## config.mk

```make
export PLATFORM = sky130hd
export DESIGN_NAME = seq_detector_param
export DESIGN_NICKNAME = d
export VERILOG_FILES = /design/src/rtl/seq_det_pkg.sv /design/src/rtl/seq_detector_param_sat_counter.sv /design/src/rtl/seq_detector_param.sv
export SDC_FILE = /design/constraint.sdc
export NUM_CORES = 1
export LEC_CHECK = 0
export CAP_MARGIN = 20
export CORE_AREA = 5 5 42 44
export CTS_BUF_LIST = sky130_fd_sc_hd__clkbuf_8
export CTS_CLUSTER_DIAMETER = 60
export DETAILED_ROUTE_END_ITERATION = 8
export DIE_AREA = 0 0 47 49
export PLACE_DENSITY = 0.61
export SLEW_MARGIN = 20
export SYNTH_ARGS = -nofsm -noshare
export SYNTH_HDL_FRONTEND = slang
export SYNTH_SLANG_ARGS = --single-unit
```

## constraint.sdc

```tcl
create_clock -name clk -period 1.9 [get_ports clk]
set_clock_uncertainty 0.05 [all_clocks]
set_input_delay 0.475 -clock clk [delete_from_list [all_inputs] [get_ports clk]]
set_output_delay 0.475 -clock clk [all_outputs]
set_load 0.005 [all_outputs]
```

## src/rtl/seq_det_pkg.sv

```systemverilog
// Shared constants, state encoding and sizing helper for the parametrised serial pattern detector.
package seq_det_pkg;

  localparam int unsigned PAT_W_MIN = 2;
  localparam int unsigned PAT_W_MAX = 16;

  typedef enum logic {
    FILLING = 1'b0,
    ARMED   = 1'b1
  } fill_state_e;

  // Bits needed to count 0..pat_w-1 accepted bits.
  function automatic int unsigned fill_width(input int unsigned pat_w);
    return (pat_w <= 2) ? 1 : $clog2(pat_w);
  endfunction

endpackage

```

## src/rtl/seq_detector_param_sat_counter.sv

```systemverilog
// Saturating up-counter with synchronous clear; a clear and an increment in the same cycle yield 1.
module sat_counter #(
  parameter int unsigned W = 8
) (
  input  logic         clk,
  input  logic         reset,
  input  logic         inc,
  input  logic         clr,
  output logic [W-1:0] count
);

  logic [W-1:0] count_d;

  always_comb begin
    count_d = clr ? '0 : count;
    if (inc && (count_d != '1)) begin
      count_d = count_d + W'(1);
    end
  end

  always_ff @(posedge clk or posedge reset) begin
    if (reset) begin
      count <= '0;
    end else begin
      count <= count_d;
    end
  end

endmodule

```

## src/rtl/seq_detector_param.sv

```systemverilog
// Mealy serial pattern detector with loadable pattern and overlap control.
// Define SEQDET_MATCH_CNT_EN to add the saturating match counter (match_count / cnt_clr ports).
module seq_detector_param
  import seq_det_pkg::*;
#(
  parameter int unsigned PAT_W = 4,
  parameter int unsigned CNT_W = 8
) (
  input  logic             clk,
  input  logic             reset,
  input  logic             in,
  input  logic             in_valid,
  input  logic             pat_load,
  input  logic [PAT_W-1:0] pattern,
  input  logic             overlap,
`ifdef SEQDET_MATCH_CNT_EN
  output logic [CNT_W-1:0] match_count,
  input  logic             cnt_clr,
`endif
  output logic             out
);

  localparam int unsigned FILL_W = fill_width(PAT_W);
  localparam logic [FILL_W-1:0] FILL_MAX = FILL_W'(PAT_W - 1);

  generate
    if ((PAT_W < PAT_W_MIN) || (PAT_W > PAT_W_MAX)) begin : g_bad_pat_w
      $error("seq_detector_param: PAT_W out of range");
    end
    if (CNT_W < 1) begin : g_bad_cnt_w
      $error("seq_detector_param: CNT_W must be at least 1");
    end
  endgenerate

  logic [PAT_W-1:0] pat_q, pat_d;
  logic [PAT_W-2:0] hist, hist_d, hist_shift;
  logic [FILL_W-1:0] fill, fill_d;
  fill_state_e state;
  logic accept;
  logic match;

  // Newest bit enters at hist[0]; a 2-bit pattern keeps only the last bit.
  generate
    if (PAT_W == 2) begin : g_shift_min
      assign hist_shift = in;
    end else begin : g_shift
      assign hist_shift = {hist[PAT_W-3:0], in};
    end
  endgenerate

  assign state  = (fill == FILL_MAX) ? ARMED : FILLING;
  assign accept = in_valid & ~pat_load;
  assign match  = accept & (state == ARMED) & ({hist, in} == pat_q);
  assign out    = match;

  // Pattern load flushes history and wins over a bit offered in the same cycle.
  always_comb begin
    pat_d  = pat_q;
    hist_d = hist;
    fill_d = fill;
    if (pat_load) begin
      pat_d  = pattern;
      hist_d = '0;
      fill_d = '0;
    end else if (in_valid) begin
      if (match && !overlap) begin
        hist_d = '0;
        fill_d = '0;
      end else begin
        hist_d = hist_shift;
        fill_d = (state == ARMED) ? fill : fill + FILL_W'(1);
      end
    end
  end

  always_ff @(posedge clk or posedge reset) begin
    if (reset) begin
      pat_q <= '0;
      hist  <= '0;
      fill  <= '0;
    end else begin
      pat_q <= pat_d;
      hist  <= hist_d;
      fill  <= fill_d;
    end
  end

`ifdef SEQDET_MATCH_CNT_EN
  sat_counter #(
    .W(CNT_W)
  ) u_match_cnt (
    .clk   (clk),
    .reset (reset),
    .inc   (match),
    .clr   (cnt_clr),
    .count (match_count)
  );
`endif

endmodule

```

==> flow_summary.ini <==
[critical_path]
crit_required_ps = 1370
arrival_ps = 1400
start_kind = register
reg2reg_depth = 5
path_buf_inv = 1
cp_max_fo = 2
worstPathCellList = xor2_1 > nor4_2 > and3_4 > buf_6
r2r-start = pat_q[0]$_DFFE_PP0P_
cp_top_family = simple AND/OR/NAND/NOR gates
cpPeakStageDelay_ps = 390
crit_path_end_kind = output pin
critPathKind = reg2out
timing.reg2reg.setup_slack_ps = 350
slowest_stage = dfrtp_1
worstReg2RegEnd = hist[0]$_DFFE_PP0P_

[final_layout]
final_cells = 72
fillers = 143
design_area_um2 = 664
nets = 68
n_antenna_cell = 0
postLayoutCoreUtil = 0.474
syn_to_final_growth_pct = 45.9
drive_gt1_frac = 0.357

[hold_path]
min_path_type = in2async

[placed_design]
pre_cts_ws_ps = -585
portBuffers = 10
post_dp_cell_area_um2 = 617
placedCellCount = 68
gp_congestion = 0.618
hpwl_um = 687

[timing]
min_period_ps = 1920
timing.hold.ws_ps = 449
final_max_slew_viol_count = 0
fin_crit_sh = 1.01
setup_ws_ps = -21.0
worst_pin_slew_ps = 319
setup_viol = 1
hold_viol_final = 0
slew_headroom = 0.787
max_freq_mhz = 521
rsz0062_at_grt = true

[detailed_routing]
drt_wl_total_um = 821
drcViolationCount = 0
vias = 332
vias_per_cell = 4.61
ant_nets = 0
wl_per_cell_um = 11.4
drt_iter0_drc = 2
drt-pass1-iter-count = 4

[grt]
grt_max_degree = 10
antenna_found_initial = 0
overflow = 0
grt_pass1_vias = 332
grt_pass1_wl_um = 1360
track_usage = 0.0861

[cts]
cts_buffer_depth = 2
cts_tree = built
numCtsBuffers = 3
clock_sinks = 9
clock_latency_ps = 220
cts_hold_buffers = 0
path_clk_slew_ps = 40
cts_max_level = 1
root_buffer = clkbuf_8
post_cts.repair.setup_buffers = 0

[synth]
syn_inst = 37
synth_area_leader_cell = dfrtp_1
ys_seq_area_frac = 0.495
synth_area_um2 = 455
synth_top_area_frac = 0.495
synth_warnings = 0
ys_types = 16
ys_top_cells_by_area = dfrtp_1 49%, mux2_2 9.9%, xor2_1 7.7%
ys_seq_elements = 9
syn-num-nets = 48
syn_avg_cell_area_um2 = 12.3

[die]
die_y_um = 49
rows = 14
ios = 11
die_w_um = 47
die_area_um2 = 2300
initial_core_util = 0.325
coreArea_um2 = 1400

[power_and_ir_drop]
power_density_nw_per_um2 = 752
power.leakage_nw = 0.307
vdd_ir_drop_max_mv = 0.423

[run]
drv_cap = 0

[status]
violations = setup timing
status = finished, violations left
sequential cells by signal, summed over array words and instances (netlist names):
signal  cells
fill        2
hist        3
pat_q       4
how the worst max path moves through the flow:
| stage | endpoint | depth (start not counted) | slack (ps) | from |
|---|---|---|---|---|
| after floorplan | out | 3 | 260 | hist[0]$_DFFE_PP0P_ |
| after global placement | out | 5 | -560 | in |
| after detailed placement | out | 5 | -580 | in |
| after CTS | out | 4 | -50 | pat_q[0]$_DFFE_PP0P_ |
| after global routing | out | 4 | -130 | pat_q[0]$_DFFE_PP0P_ |
| final | out | 4 | -20 | pat_q[0]$_DFFE_PP0P_ |
worst reg2reg max path, delay by kind of cell, from the launching register on:
| family | cells | cell delay [ps] |
|---|---|---|
| compound gates | 1 | 260 |
| xor+xnor | 1 | 160 |
| buf+inv | 1 | 170 |
| flops | 1 | 390 |
| simple gates | 2 | 400 |
area by class of cell:
| type | count | area [µm²] | share of cell area |
|---|---|---|---|
| Clock buffer | 3 | 41.3 | 0.0621 |
| Clock inverter | 1 | 3.75 | 0.00565 |
| Inverter | 2 | 7.51 | 0.0113 |
| Multi-Input combinational cell | 25 | 225 | 0.339 |
| Sequential cell | 9 | 225 | 0.339 |
| Tap cell | 16 | 20.0 | 0.0301 |
| Timing Repair Buffer | 16 | 141 | 0.213 |
layer usage:
| metal | share of wire | routed length (µm) | vias up | global-route usage |
|---|---|---|---|---|
| li1 | - | - | 171 | - |
| met5 | 0 | 0 | - | 0 |
| met3 | 0.073 | 60 | 4 | 0.0221 |
| met4 | 0.040 | 33 | 0 | 0.0829 |
| met2 | 0.43 | 349 | 11 | 0.118 |
| met1 | 0.46 | 377 | 146 | 0.102 |
cells by family (layout without fill, tap and decap cells):
group / Yosys count / after routing / share of synthesized area
xor+xnor: 4 / 4 / 0.0769
buf+inv: 3 / 22 / 0.0247
fa+ha+maj: 1 / 1 / 0.0275
compound gates: 5 / 5 / 0.104
simple gates: 10 / 10 / 0.151
flops: 9 / 9 / 0.495
mux: 5 / 5 / 0.121
where the power goes:
part | leakage, nW | internal (mW) | switching [mW] | total [mW]
registers | 0.114 | 0.207 | 0.0105 | 0.218
logic | 0.166 | 0.0475 | 0.0296 | 0.0771
clock network | 0.0269 | 0.140 | 0.0651 | 0.205
Yosys cell counts:
cell       instances
dfrtp_1            9
mux2_2             4
xor2_1             4
a32o_1             3
nand2b_1           3
inv_1              2
nor2_1             2
nor2b_1            2
a31o_2             1
and3_2             1
clkbuf_1           1
ha_1               1
mux2i_1            1
nand3_2            1
nor4_2             1
o2bb2ai_1          1
through the flow:
step / power [mW] / TNS, ps
3_3_place_gp: 0.298 / -640
6_report: 0.500 / -21.0
4_1_cts: 0.512 / -47.3
5_1_grt: 0.534 / -132
3_5_place_dp: 0.299 / -747
2_1_floorplan: 0.261 / 0
what timing repair did:
action / in CTS / in global routing
cloned: 0 / 0
pin swaps: 3 / 0
setup endpoints to repair: 1 / 1
endpoints found under the hold margin: 0 / 0
gates resized for setup: 11 / 0
layout by cell type, fill, tap and decap left out, drive strengths merged:
| master | n |
|---|---|
| a31o | 1 |
| a32o | 3 |
| and3 | 1 |
| buf | 8 |
| clkbuf | 3 |
| clkdlybuf4s50 | 8 |
| dfrtp | 9 |
| ha | 1 |
| inv | 3 |
| mux2 | 4 |
| mux2i | 1 |
| nand2b | 3 |
| nand3 | 1 |
| nor2 | 2 |
| nor2b | 2 |
| nor4 | 1 |
| o2bb2ai | 1 |
| xor2 | 4 |
No activity file was read; power rests on OpenSTA's default activity.
